File: config.mk
export PLATFORM = sky130hd
export DESIGN_NAME = apot4_requant
export DESIGN_NICKNAME = d
export VERILOG_FILES = /design/src/rtl/apot4_requant.sv
export SDC_FILE = /design/constraint.sdc
export NUM_CORES = 1
export LEC_CHECK = 0
export BUFFER_PORTS_ARGS = -buffer_cell sky130_fd_sc_hd__buf_2
export CORE_ASPECT_RATIO = 2
export CORE_MARGIN = 2
export CORE_UTILIZATION = 40
export CTS_BUF_LIST = sky130_fd_sc_hd__clkbuf_4 sky130_fd_sc_hd__clkbuf_8
export CTS_CLUSTER_SIZE = 28
export DETAILED_ROUTE_END_ITERATION = 7
export HOLD_SLACK_MARGIN = 0.15
export PLACE_DENSITY_LB_ADDON = 0.12
export SYNTH_ARGS = -nofsm -noshare
export SYNTH_HDL_FRONTEND = slang
export SYNTH_SLANG_ARGS = --single-unit
File: constraint.sdc
create_clock -name clk -period 4.3 [get_ports clk]
set_clock_uncertainty 0.2 [all_clocks]
set_input_delay 0.86 -clock clk [delete_from_list [all_inputs] [get_ports clk]]
set_output_delay 0.86 -clock clk [all_outputs]
set_load 0.02 [all_outputs]
File: src/rtl/apot4_requant.sv
// APoT4 output requantizer: shift, optional ReLU, nearest-level APoT4 code.
// Two-stage valid/ready pipeline with a saturating count of clipped results.
module apot4_requant #(
  parameter int ACC_WIDTH   = 16,
  parameter int SHIFT_WIDTH = 5,
  parameter int CNT_WIDTH   = 16
) (
  input  logic                   clk,
  input  logic                   reset,
  input  logic                   in_valid,
  output logic                   in_ready,
  input  logic [ACC_WIDTH-1:0]   in_acc,
  input  logic [SHIFT_WIDTH-1:0] in_shift,
  input  logic                   in_relu,
  output logic                   out_valid,
  input  logic                   out_ready,
  output logic [3:0]             out_code,
  output logic [CNT_WIDTH-1:0]   sat_count
);

  localparam int MW = ACC_WIDTH + 1;

  logic          advance;
  logic [MW-1:0] ext;
  logic [MW-1:0] abs_val;
  logic [MW-1:0] mag_sh;

  logic          s1_valid;
  logic          s1_neg;
  logic          s1_relu;
  logic [MW-1:0] s1_mag;

  logic          big;
  logic          nz;
  logic          sat;
  logic [2:0]    term;
  logic [3:0]    code_nxt;
  logic          sat_nxt;
  logic          s2_sat;

  assign advance  = !out_valid || out_ready;
  assign in_ready = advance;

  // One extra bit keeps |most-negative| exact
  assign ext     = {in_acc[ACC_WIDTH-1], in_acc};
  assign abs_val = in_acc[ACC_WIDTH-1] ? (~ext + 1'b1) : ext;
  assign mag_sh  = (32'(in_shift) >= MW) ? '0 : (abs_val >> in_shift);

  always_ff @(posedge clk) begin
    if (reset) begin
      s1_valid <= 1'b0;
      s1_neg   <= 1'b0;
      s1_relu  <= 1'b0;
      s1_mag   <= '0;
    end else if (advance) begin
      s1_valid <= in_valid;
      s1_neg   <= in_acc[ACC_WIDTH-1];
      s1_relu  <= in_relu;
      s1_mag   <= mag_sh;
    end
  end

  assign big = s1_mag > MW'(10);
  assign nz  = s1_mag != '0;

  // Nearest level, ties resolved toward the smaller level
  always_comb begin
    term = 3'b000;
    sat  = 1'b0;
    if (big) begin
      term = 3'b011;
      sat  = 1'b1;
    end else begin
      case (s1_mag[3:0])
        4'd0:        term = 3'b000;
        4'd1:        term = 3'b110;
        4'd2:        term = 3'b001;
        4'd3:        term = 3'b111;
        4'd4, 4'd5:  term = 3'b100;
        4'd6, 4'd7:  term = 3'b101;
        4'd8, 4'd9:  term = 3'b010;
        4'd10:       term = 3'b011;
        default:     term = 3'b000;
      endcase
    end
  end

  always_comb begin
    code_nxt = {s1_neg && nz, term};
    sat_nxt  = sat;
    if (s1_relu && s1_neg) begin
      code_nxt = 4'b0000;
      sat_nxt  = 1'b0;
    end
  end

  always_ff @(posedge clk) begin
    if (reset) begin
      out_valid <= 1'b0;
      out_code  <= 4'b0000;
      s2_sat    <= 1'b0;
    end else if (advance) begin
      out_valid <= s1_valid;
      out_code  <= code_nxt;
      s2_sat    <= sat_nxt;
    end
  end

  always_ff @(posedge clk) begin
    if (reset) begin
      sat_count <= '0;
    end else if (out_valid && out_ready && s2_sat && (sat_count != '1)) begin
      sat_count <= sat_count + 1'b1;
    end
  end

endmodule

======== Word level (Yosys, flattened, before mapping) ========
Memory sizes are Yosys's and may differ from the RTL's. A register that Yosys moved wholly into a read port is not among the register bits.
Cells that the tools add are included.
storage, ports and cells
  word-level logic and storage cells ...... 32
  memories kept ........................... 1
  output and inout port bits .............. 22
  flip-flop bits (word level) ............. 42
  input bits .............................. 26
  bits in read-only memories .............. 48
cells by class
  bitwise logic cells ..................... 1
  multiplexer cells ....................... 8
  order comparisons ....................... 2
  shift operators ......................... 1
  equality and inequality tests ........... 1
  reduce and logical (&&, ||, !) cells .... 8
  add/sub/neg operators ................... 2
memories
  memory            depth  width  rd ports  clocked after Yosys merged registers in  write ports  RTL line  RTL
  (name not given)  16     3      1         1                                        0            74        case (s1_mag[3:0])
operator list
  cell                                                            number
  2-to-1 mux 17 bit                                               2
  adder 17 x 1 -> 17 bit, second input constant                   1
  greater-than comparator 17 x 4 -> 1 bit, second input constant  1
  inverter 17 bit                                                 1
  nonzero test 17 bit                                             1
  right shift 17 x 5 -> 17 bit                                    1
  adder 16 x 1 -> 16 bit, second input constant                   1
  != test 16 bit, second input constant                           1
  2-to-1 mux 4 bit                                                3
  greater-or-equal comparator 5 bit, second input constant        1
  logical AND 1 bit                                               5
  2-to-1 mux 3 bit                                                1
  2-to-1 mux 1 bit                                                2
  logical NOT 1 bit                                               1
  logical OR 1 bit                                                1

======== Logic depth before layout (Yosys ltp) ========
Gate-level depths: netlist of the first run.
  depth after elaboration ................. 7
  depth in mapped cells ................... 10

======== Worst setup path after synthesis of the first run ========
Ideal clock, no wire load.
  path kind ............................... input to register
  start point ............................. input port in_acc[1]
  end point ............................... register (tool-made name)
  path slack .............................. 0.772 ns
  path buffers ............................ 0
  stages on the path ...................... 9
  data arrival time ....................... 3.225 ns
  cells stage by stage .................... inv_1 > ha_1 > or4b_2 > a32o_1 > a221o_1 > a221oi_1 > o2111a_1 > a22oi_4 > a2111oi_2
RTL lines
  what             RTL line  RTL
  start, declared  12        input logic [ACC_WIDTH-1:0] in_acc,

==> results of run 1 <==
[area by class of cell]
cell class	instances	area share
sequential	45	0.241
timing repair buffer	61	0.0909
clock inverter	2	0.00267
clock buffer	6	0.0204
multi-input combinational	354	0.600
inverter	13	0.0130
tap	98	0.0328
[registers in the layout (all words and copies together) (netlist names), named ones only]
name	flops
out_code	4
sat_count	16
s1_mag	17
s1_neg	1
s1_relu	1
s1_valid	1
s2_sat	1
out_valid	1
[per-stage QoR]
stage	cells	instance area [µm²]	setup slack, ns
floorplan	445	3320	0.772
global placement	571	3660	0.352
detailed placement	571	3660	0.224
CTS	579	3740	0.535
global route	579	3740	0.340
finish	579	3740	0.535
[power by group through the flow]
stage	sequential, mW	combinational (mW)	clock [mW]
after CTS	0.441	0.253	0.273
after global placement	0.451	0.250	0
after floorplan	0.454	0.170	0
after detailed placement	0.451	0.252	0
final	0.441	0.255	0.260
after global routing	0.443	0.278	0.289
[cell usage in the layout (no fill, tap or decap), types with 9 or more instances in the layout]
master	netlist	layout
a21oi_1	22	22
buf_2	1	47
buf_4	0	14
dfxtp_1	45	45
inv_1	10	10
nand2_1	48	48
nand3_1	15	15
nand4_1	12	12
nor2_1	61	61
nor2b_1	12	11
nor3_1	17	17
o211ai_1	9	9
o21ai_0	10	10
xor2_1	13	13
[worst reg2reg max path: cells and delay by family, from the launching register on]
family	cells	cell delay, ns
DFF	1	0.35
AOI/OAI and AO/OA	3	0.72
buffers and inverters	1	0.17
and+or+nand+nor	5	0.85
[cells by family (layout without fill, tap and decap cells)]
group | Yosys count | count (layout)
mux | 14 | 14
compound gates | 112 | 112
buf+inv | 46 | 82
fa+ha+maj | 2 | 2
flops | 45 | 45
xor+xnor | 19 | 19
simple gates | 207 | 207
[metal layers]
layer,part of all wire,GRT usage,vias up
li1,-,-,1717
met1,0.35,0.245,1681
met2,0.55,0.451,106
met3,0.027,0.0230,43
met4,0.064,0.160,0
met5,0,0,-
[worst paths after layout]
kind	cells after the start	startpoint	slack [ns]	endpoint
max	11	in_acc[1]	0.54	flip-flop
min	2	out_code[0]$_SDFFE_PP0N_	0.26	out_code[0]$_SDFFE_PP0N_
max reg2reg	9	out_valid$_SDFFE_PP0N_	1.92	flip-flop
min reg2reg	2	out_code[0]$_SDFFE_PP0N_	0.26	out_code[0]$_SDFFE_PP0N_
==> impl_results.md, run 1 <==
* Via-per-instance ratio at just over 6
* DRC at 0
* Final Power at around 0.96 mW
* Most used flip-flop cell after synthesis: dfxtp_1
* Async SR Flop Fraction at 0
* Drt total wl at about 11,000 µm
* Aggregate global routing overflow at 0
* Cell-internal power at between 0.6 and 0.7 mW
* Maximum buffer depth of the clock tree at 2
* Area leader, netlist: dfxtp_1
* Core Footprint at roughly 0.008 mm²
* Post-synthesis mux area share at 0.0513
* Status: completed
* Pleak at roughly 1.5 nW
* Ports at 48
* Pwr/cell area at 255 mW/mm²
* TritonCTS buffer count at 5
* Flop pwr share at 0.461
* Final hold violations at 0
* Leading post-synthesis cells by cell area: dfxtp_1, nor2_1, nand2_1
* Worst EP required at about 4.3 ns
* Initial antenna violation count at 0
* Critical Path Max Stage Delay at 0.54 ns
* Initial core utilization at 0.406
* Count leader, synth: nor2_1
* Min-delay worst type: reg -> reg
* Die width at roughly 68 µm
* Final period util at 0.876
* CP max stage cell: or3b_2
* Layout overhead on the synthesized area at 12.9%
* Mean post-synth cell area at between 7 and 8 µm²
* Total global routing track utilization at 0.246
* Detailed Route Iter0 Violations at about 220
* Filler cell count at 876
* Tmin final at 3.76 ns
* Hpwl dp at roughly 8000 µm
* Area used by multi-input combinational logic at roughly 0.0022 mm²
* CTS root buffer: clkbuf_8
* Comb power frac at 0.266
* First-pass GRT wire length at approximately 17,000 µm
* Setup TNS at 0 ns
* Compound-cell area share of the yosys netlist at 0.259
* Max_slew headroom at 0.454
* Gate Count Post-Synth at about 450
* Syn_nets at 473
* Worst EP arrival at approximately 3.7 ns
* CTS resizes at 0
* I/O Buffers at 47
* Register area at about 900 µm²
* Final Core Density at 0.458
* Max Clock Freq at around 0.27 GHz
* WHS at about 0.26 ns
* Warnings from Yosys at 0
* First-pass detailed-route iteration total at 4
* Ant diodes at 0
* Rows at 47
* Final setup fails at 0
* Clock transition at the registers of the reported paths at 0.08 ns
* RSZ-0062 raised after global routing: no
* Library cells used by synthesis at 70
* Flops & latches, synth at 45
* Cell mode on critical path: nor3_1
* Maximum vdd drop at ~0.00012 V
* CP endpoint kind: flip-flop
* Nets at slightly above 500
* Vias in the first global route at 3,503
* Crit path max-delay family: simple AND/OR/NAND/NOR gates
* Final GP Congestion at 1.01
* CTS H-tree lvls at 2
* Clk sinks at 45
* Layout cells sized above 1 at 0.187
* Largest net degree at the start of global routing at between 40 and 50
* Via count at between 3k and 4k
* Die Ht at approximately 130 µm
* Hold-fix buffers, CTS at 0
* Crit Path Class: in -> reg
* Clock share of power at 0.272
* Crit Path Max Fanout at 8
* Most instantiated cells after synthesis: nor2_1, nand2_1, dfxtp_1
* CTS tree: built
* Final ANT Viol Nets at 0
* Drt wl/cell at between 15 and 20 µm
* Worst-margin pin slew at around 0.82 ns
* Post-synthesis adder-cell area fraction at 0.00754
* NetSw at between 0.3 and 0.4 mW
* Post-synthesis xor/xnor area fraction at 0.0502
* CP cell instances: buf_2 -> inv_1 -> ha_1 -> or3b_2 -> nor3_1 -> o211ai_1 -> o32ai_1 -> o2111a_1 -> a22oi_4 -> nor3_1 -> a2111oi_2
* Main combinational cell family by area after synthesis: simple AND/OR/NAND/NOR gates
* Net Sw Frac at 0.324
* Worst skew pair latency at 0.30 ns
* Worst Setup Start Kind: input port
* Cell area after synthesis at approximately 0.0033 mm²
* Post-Synth Simple-Gate Area at 0.308
* Die area at 0.00908 mm²
* Number of enable flip-flop cells after synthesis at 0
* Share of the synthesized area in the top cell type at 0.272
* Max-Cap Viols at 0
* Buffers and inverters on the worst path at 2
* Post-synthesis sequential area ratio at 0.272
* Max Slew Vio Count at 0
* Setup bufs post-CTS at 0
No activity file was read; power rests on OpenSTA's default activity.
==> run 2: changes to the inputs <==
--- a/config.mk
+++ b/config.mk
@@ -5,9 +5,10 @@
 export SDC_FILE = /design/constraint.sdc
 export NUM_CORES = 1
 export LEC_CHECK = 0
+export ABC_AREA = 1
 export BUFFER_PORTS_ARGS = -buffer_cell sky130_fd_sc_hd__buf_2
 export CORE_ASPECT_RATIO = 2
-export CORE_MARGIN = 2
+export CORE_MARGIN = 1.5
 export CORE_UTILIZATION = 40
 export CTS_BUF_LIST = sky130_fd_sc_hd__clkbuf_4 sky130_fd_sc_hd__clkbuf_8
 export CTS_CLUSTER_SIZE = 28
==> run 2 against run 1 <==
  * Clock power about the same
  * Cell area down 10%
  * Die area down 12%
  * Maximum frequency rose by 27%
  * Register-to-register slack better by 0.04 ns
  * Synthesized area shrank 10%
  * Sequential power barely moved
  * Combinational power shrank 22%
  * Largest cell class unchanged
  * Highest routed layer unchanged
==> impl_results.md, run 2 <==
* Status: completed
* Ports at 48
* Crit Path Class: in -> out
* Clk sinks at 45
* Leading post-synthesis cells by cell area: dfxtp_1, nand3_1, nand2_1
* Via count at 3,243
* Post-synthesis adder-cell area fraction at 0.00838
* Max Slew Vio Count at 0
* Crit Path Max Fanout at 11
* Warnings from Yosys at 0
* Min-delay src: s1_mag[16]$_SDFFE_PP0N_
* Die area at 0.00802 mm²
* Register area at ~900 µm²
* Count leader, synth: nand2_1
* Final hold violations at 0
* Setup bufs post-CTS at 0
* Library cells used by synthesis at 40
* Post-synthesis xor/xnor area fraction at 0.00293
* Maximum buffer depth of the clock tree at 2
* Post-Synth Simple-Gate Area at 0.453
* Main combinational cell family by area after synthesis: simple AND/OR/NAND/NOR gates
* Clock share of power at 0.290
* Compound-cell area share of the yosys netlist at 0.129
* Initial core utilization at 0.411
* Clock transition at the registers of the reported paths at ~0.090 ns
* RSZ-0062 raised after global routing: no
* Final setup fails at 0
* Area used by multi-input combinational logic at between 0.0015 and 0.002 mm²
* CP endpoint kind: primary output
* Vias in the first global route at around 3.2k
* NetSw at 0.287 mW
* Worst EP arrival at between 1.5 and 2 ns
* Number of enable flip-flop cells after synthesis at 0
* Worst-margin pin slew at 0.562 ns
* TritonCTS buffer count at 5
* Net Sw Frac at 0.318
* Commonest non-fill, non-tap cells in the layout: nand2_1, nand3_1, inv_1
* Layout overhead on the synthesized area at 12.4%
* Rows at 44
* Total global routing track utilization at 0.224
* Cell-internal power at 0.615 mW
* Comb power frac at 0.219
* Worst skew pair latency at around 0.31 ns
* Registers with the most flip-flops: s1_mag (17), sat_count (16), out_code (4)
* Die width at between 60 and 70 µm
* Critical Path Start: out_ready
* Min-delay worst type: reg -> reg
* Drt wl/cell at 14.1 µm
* Initial antenna violation count at 0
* Most used flip-flop cell after synthesis: dfxtp_1
* Share of the synthesized area in the top cell type at 0.302
* Mean post-synth cell area at 6.18 µm²
* Layout cells sized above 1 at 0.172
* Tmin final at a little under 3 ns
* I/O Buffers at 47
* Post-synthesis sequential area ratio at 0.302
* Post-route setup slack at 1.33 ns
* Filler cell count at around 830
* Pre-CTS WS at 1.32 ns
* Setup TNS at 0 ns
* Post-synthesis mux area share at 0
* FF-to-FF setup slack at approximately 2.0 ns
* Cell area after synthesis at about 0.003 mm²
* Hold-fix buffers, CTS at 0
* Async SR Flop Fraction at 0
* Hpwl dp at ~7000 µm
* Worst EP required at roughly 3.2 ns
* DRC at 0
* Max_slew headroom at 0.625
* Core Footprint at slightly above 0.007 mm²
* Final GP Congestion at around 0.92
* Max-Cap Viols at 0
* Commonest non-fill, non-tap cell in the layout: nand2_1
* Gate Count Post-Synth at just under 500
* Flop pwr share at 0.491
* Via-per-instance ratio at roughly 5.3
* CTS tree: built
* Max reg flops at 17
* CTS H-tree lvls at 2
* CTS root buffer: clkbuf_8
* Final period util at 0.691
* Reg2reg start: sat_count[0]$_SDFFE_PP0P_
* Ant diodes at 0
* Non-filler cells, final at around 620
* Die Ht at 125 µm
* Drt total wl at approximately 8700 µm
* Most instantiated cells after synthesis: nand2_1, nand3_1, inv_1
* Area leader, netlist: dfxtp_1
* Final ANT Viol Nets at 0
* Syn_nets at about 510
* Aggregate global routing overflow at 0
* Largest net degree at the start of global routing at 27
* First-pass GRT wire length at 14,200 µm
* Detailed Route Iter0 Violations at 75
* Maximum vdd drop at about 0.00025 V
* Placed insts at 608
* CTS resizes at 0
* First-pass detailed-route iteration total at 4
* Top reg by flops: s1_mag
* Pleak at about 1.6 nW
* Pwr/cell area at 269 mW/mm²
* Nets at ~550
* Max Clock Freq at 0.337 GHz
* Flops & latches, synth at 45
* Worst Setup Start Kind: input port
-- run 2: cell types whose count changed in the layout (fill, tap and decap cells not counted), sizes merged, moves of 13 or more --
cell   change
nand3     +83
nand2     +72
inv       +50
nor2      -18
buf       -13
-- run 2: stage by stage --
step	hold slack, ns	power (mW)	util	cell area, µm²
finish	0.261	0.902	0.462	3350
global route	0.290	0.952	0.462	3350
CTS	0.269	0.912	0.462	3350
detailed placement	0.256	0.650	0.450	3270
global placement	0.252	0.649	0.450	3270
floorplan	0.230	0.589	-	2990
-- run 2: cell families after synthesis --
logic type / after synthesis
AND/OR/NAND/NOR: 288
buffers and inverters: 78
AO/OA/AOI/OAI: 69
flip-flops: 45
adder cells (fa/ha/maj): 2
XOR/XNOR: 1
-- run 2: cell type report --
class / count / area share
repair buffers: 48 / 0.0724
flip-flops and latches: 45 / 0.269
clock inverters: 2 / 0.00298
clock buffers: 6 / 0.0228
multi-input cells: 360 / 0.529
well taps: 92 / 0.0343
inverters: 63 / 0.0705
-- run 2: per-layer routing --
layer | track usage | part of all wire
met1 | 0.199 | 0.36
met2 | 0.430 | 0.54
met3 | 0.0252 | 0.028
met4 | 0.179 | 0.078
met5 | 0 | 0
-- run 2: worst paths after layout --
path | cells past startpoint | end
hold reg to reg | 2 | s1_mag[16]$_SDFFE_PP0N_
setup reg to reg | 9 | sat_count[14]$_SDFFE_PP0P_
setup / recovery | 4 | in_ready
hold / removal | 2 | s1_mag[16]$_SDFFE_PP0N_
-- run 2: critical path: stages --
cell and delay [ns]:
buf_2 0.11, nor2_2 0.39, clkinv_1 0.31, buf_2 0.24
-- run 2: power by group through the flow --
stage	Sequential (mW)	Clock (mW)	Combinational [mW]
floorplan	0.456	0	0.132
global placement	0.453	0	0.196
detailed placement	0.453	0	0.197
CTS	0.443	0.271	0.198
global route	0.445	0.284	0.223
finish	0.443	0.262	0.198
==> run 3: changes to the inputs <==
--- a/config.mk
+++ b/config.mk
@@ -5,7 +5,7 @@
 export SDC_FILE = /design/constraint.sdc
 export NUM_CORES = 1
 export LEC_CHECK = 0
-export ABC_AREA = 1
+export ABC_AREA = 0
 export BUFFER_PORTS_ARGS = -buffer_cell sky130_fd_sc_hd__buf_2
 export CORE_ASPECT_RATIO = 2
 export CORE_MARGIN = 1.5
==> constraint.sdc (replaced) <==
create_clock -name clk -period 2.7 [get_ports clk]
set_clock_uncertainty 0.2 [all_clocks]
set_input_delay 0.54 -clock clk [delete_from_list [all_inputs] [get_ports clk]]
set_output_delay 0.54 -clock clk [all_outputs]
set_load 0.02 [all_outputs]
==> run 3 against run 2 <==
  * The run now ends with setup timing left
  * Sequential power grew 59%
  * Sequential cell count is the same
  * Clock-buffer cell count is the same
  * Utilization grew 11 points
  * Critical path depth grew 7
  * Cell area grew 37%
  * Register-to-register slack lost 1.6 ns
  * Critical path type is now in -> reg
==> impl_results.md, run 3 (same netlist as run 1, synthesis figures left out) <==
* Status: complete, but fails checks
* Violated checks: setup timing
* Post-route setup slack at -0.219 ns
* Largest net degree at the start of global routing at 44
* Layout cells sized above 1 at 0.342
* Via count at 3,817
* Crit Path Max Fanout at 4
* Max Clock Freq at approximately 0.34 GHz
* FF-to-FF setup slack at approximately 0.33 ns
* Worst Setup Start Kind: input port
* Clock transition at the registers of the reported paths at ~0.09 ns
* Buffers and inverters on the worst path at 3
* Layout overhead on the synthesized area at 38.1%
* Comb power frac at 0.334
* CP endpoint kind: flip-flop
* Total global routing track utilization at 0.260
* Aggregate global routing overflow at 0
* Final ANT Viol Nets at 0
* Hold-fix buffers, CTS at 0
* Drt wl/cell at ~17 µm
* Maximum buffer depth of the clock tree at 2
* Initial antenna violation count at 0
* Worst EP required at between 2 and 3 ns
* NetSw at 0.545 mW
* Rows at between 40 and 50
* Core Footprint at ~0.008 mm²
* Initial core utilization at 0.415
* Min-delay worst type: reg -> reg
* Ports at 48
* CP cell instances: buf_12 -> inv_12 -> ha_4 -> or3b_4 -> o311a_1 -> a221oi_2 -> nand2_1 -> o221ai_1 -> buf_4 -> a22oi_4 -> a2111oi_4
* Pre-CTS WS at -0.597 ns
* Drt total wl at roughly 11,000 µm
* CP max stage cell: or3b_4
* R2R depth at 8
* I/O Buffers at 47
* Flop pwr share at 0.417
* Tmin final at between 2 and 3 ns
* Registers with the most flip-flops: s1_mag (17), sat_count (16), out_code (4)
* Critical path depth at 11
* Non-filler cells, final at between 600 and 700
* Cell-internal power at approximately 1.1 mW
* Reg2Reg Capture Point: sat_count[13]$_SDFFE_PP0P_
* RSZ-0062 raised after global routing: yes
* Die Ht at 132 µm
* WHS at between 0.2 and 0.3 ns
* CTS tree: built
* Worst-margin pin slew at 0.910 ns
* Ant diodes at 0
* First-pass GRT wire length at approximately 18,000 µm
* Max-Cap Viols at 0
* Hpwl dp at between 8000 and 9000 µm
* Max_slew headroom at 0.388
* Final setup fails at 10
* Net Sw Frac at 0.324
* Reg2reg start: sat_count[7]$_SDFFE_PP0P_
* Vias in the first global route at ~3.9k
* Critical Path Max Stage Delay at around 0.42 ns
* Pleak at approximately 1.9 nW
* Critical Path Start: in_acc[1]
* Final Power at 1.68 mW
* Nets at 574
* Clk sinks at 45
* First-pass detailed-route iteration total at 4
* Maximum vdd drop at between 0.0002 and 0.00025 V
* Placed insts at 630
* Commonest non-fill, non-tap cell in the layout: buf_4
* Final GP Congestion at 0.985
* Max reg flops at 17
* Setup TNS at -0.920 ns
* Final period util at 1.08
* CTS root buffer: clkbuf_8
* Pwr/cell area at 368 mW/mm²
* Crit Path Class: in -> reg
* Clock share of power at 0.249
* Worst skew pair latency at roughly 0.29 ns
* Final hold violations at 0
* Crit path max-delay family: compound AO/OA/AOI/OAI gates
* Die width at slightly below 70 µm
* Via-per-instance ratio at slightly below 6
* Detailed Route Iter0 Violations at roughly 190
* Die area at between 0.008 and 0.009 mm²
* CTS H-tree lvls at 2
* Top reg by flops: s1_mag
* Max Slew Vio Count at 0
* Commonest non-fill, non-tap cells in the layout: buf_4, nor2_1, nand2_1
* TritonCTS buffer count at 5
* DRC at 0
* Worst EP arrival at ~2.9 ns
-- run 3: per-layer routing --
metal	up-vias	global-route usage	routed length, µm
met4	0	0.193	783
met3	45	0.0171	271
met5	-	0	0
met2	95	0.499	6260
li1	1856	-	-
met1	1821	0.235	3740
-- run 3: final cells by class --
class | instances | area, µm²
Fill cell | 782 | 3420
Multi-Input combinational cell | 354 | 2500
Tap cell | 96 | 120
Sequential cell | 45 | 901
Timing Repair Buffer | 127 | 906
Inverter | 13 | 63.8
Clock buffer | 6 | 76.3
Clock inverter | 2 | 15.0
-- run 3: what timing repair did --
item                                    in CTS  in global routing
pin swaps                                   12                 17
buffers inserted                             3                  4
resized for setup                           21                 23
endpoints found under the setup margin      13                 16
-- run 3: how the worst min path moves through the flow --
| stage | from | end | slack, ns | cells after the start |
|---|---|---|---|---|
| 4_1_cts | s1_mag[11]$_SDFFE_PP0N_ | s1_mag[11]$_SDFFE_PP0N_ | 0.26 | 2 |
| 3_5_place_dp | out_code[3]$_SDFFE_PP0N_ | out_code[3]$_SDFFE_PP0N_ | 0.25 | 2 |
| 5_1_grt | out_code[0]$_SDFFE_PP0N_ | out_code[0]$_SDFFE_PP0N_ | 0.28 | 2 |
| 3_3_place_gp | out_code[3]$_SDFFE_PP0N_ | out_code[3]$_SDFFE_PP0N_ | 0.24 | 2 |
| 2_1_floorplan | s1_mag[11]$_SDFFE_PP0N_ | s1_mag[11]$_SDFFE_PP0N_ | 0.23 | 2 |
| 6_report | out_code[3]$_SDFFE_PP0N_ | out_code[3]$_SDFFE_PP0N_ | 0.26 | 2 |
-- run 3: through the flow --
| step | util | cell area (µm²) |
|---|---|---|
| final | 0.573 | 4580 |
| after global routing | 0.573 | 4580 |
| after CTS | 0.558 | 4460 |
| after detailed placement | 0.530 | 4240 |
| after global placement | 0.530 | 4240 |
| after floorplan | - | 3460 |
-- run 3: power by group through the flow --
| stage | combinational, mW | sequential, mW | clock, mW |
|---|---|---|---|
| 3_5_place_dp | 0.497 | 0.718 | 0 |
| 4_1_cts | 0.526 | 0.703 | 0.431 |
| 3_3_place_gp | 0.492 | 0.718 | 0 |
| 2_1_floorplan | 0.291 | 0.723 | 0 |
| 6_report | 0.562 | 0.703 | 0.420 |
| 5_1_grt | 0.608 | 0.706 | 0.456 |
-- run 3: worst min-delay path, cell delays in order (launching register included) --
cell and delay (ns):
dfxtp_1 0.31, nand2_1 0.05, a21oi_1 0.05
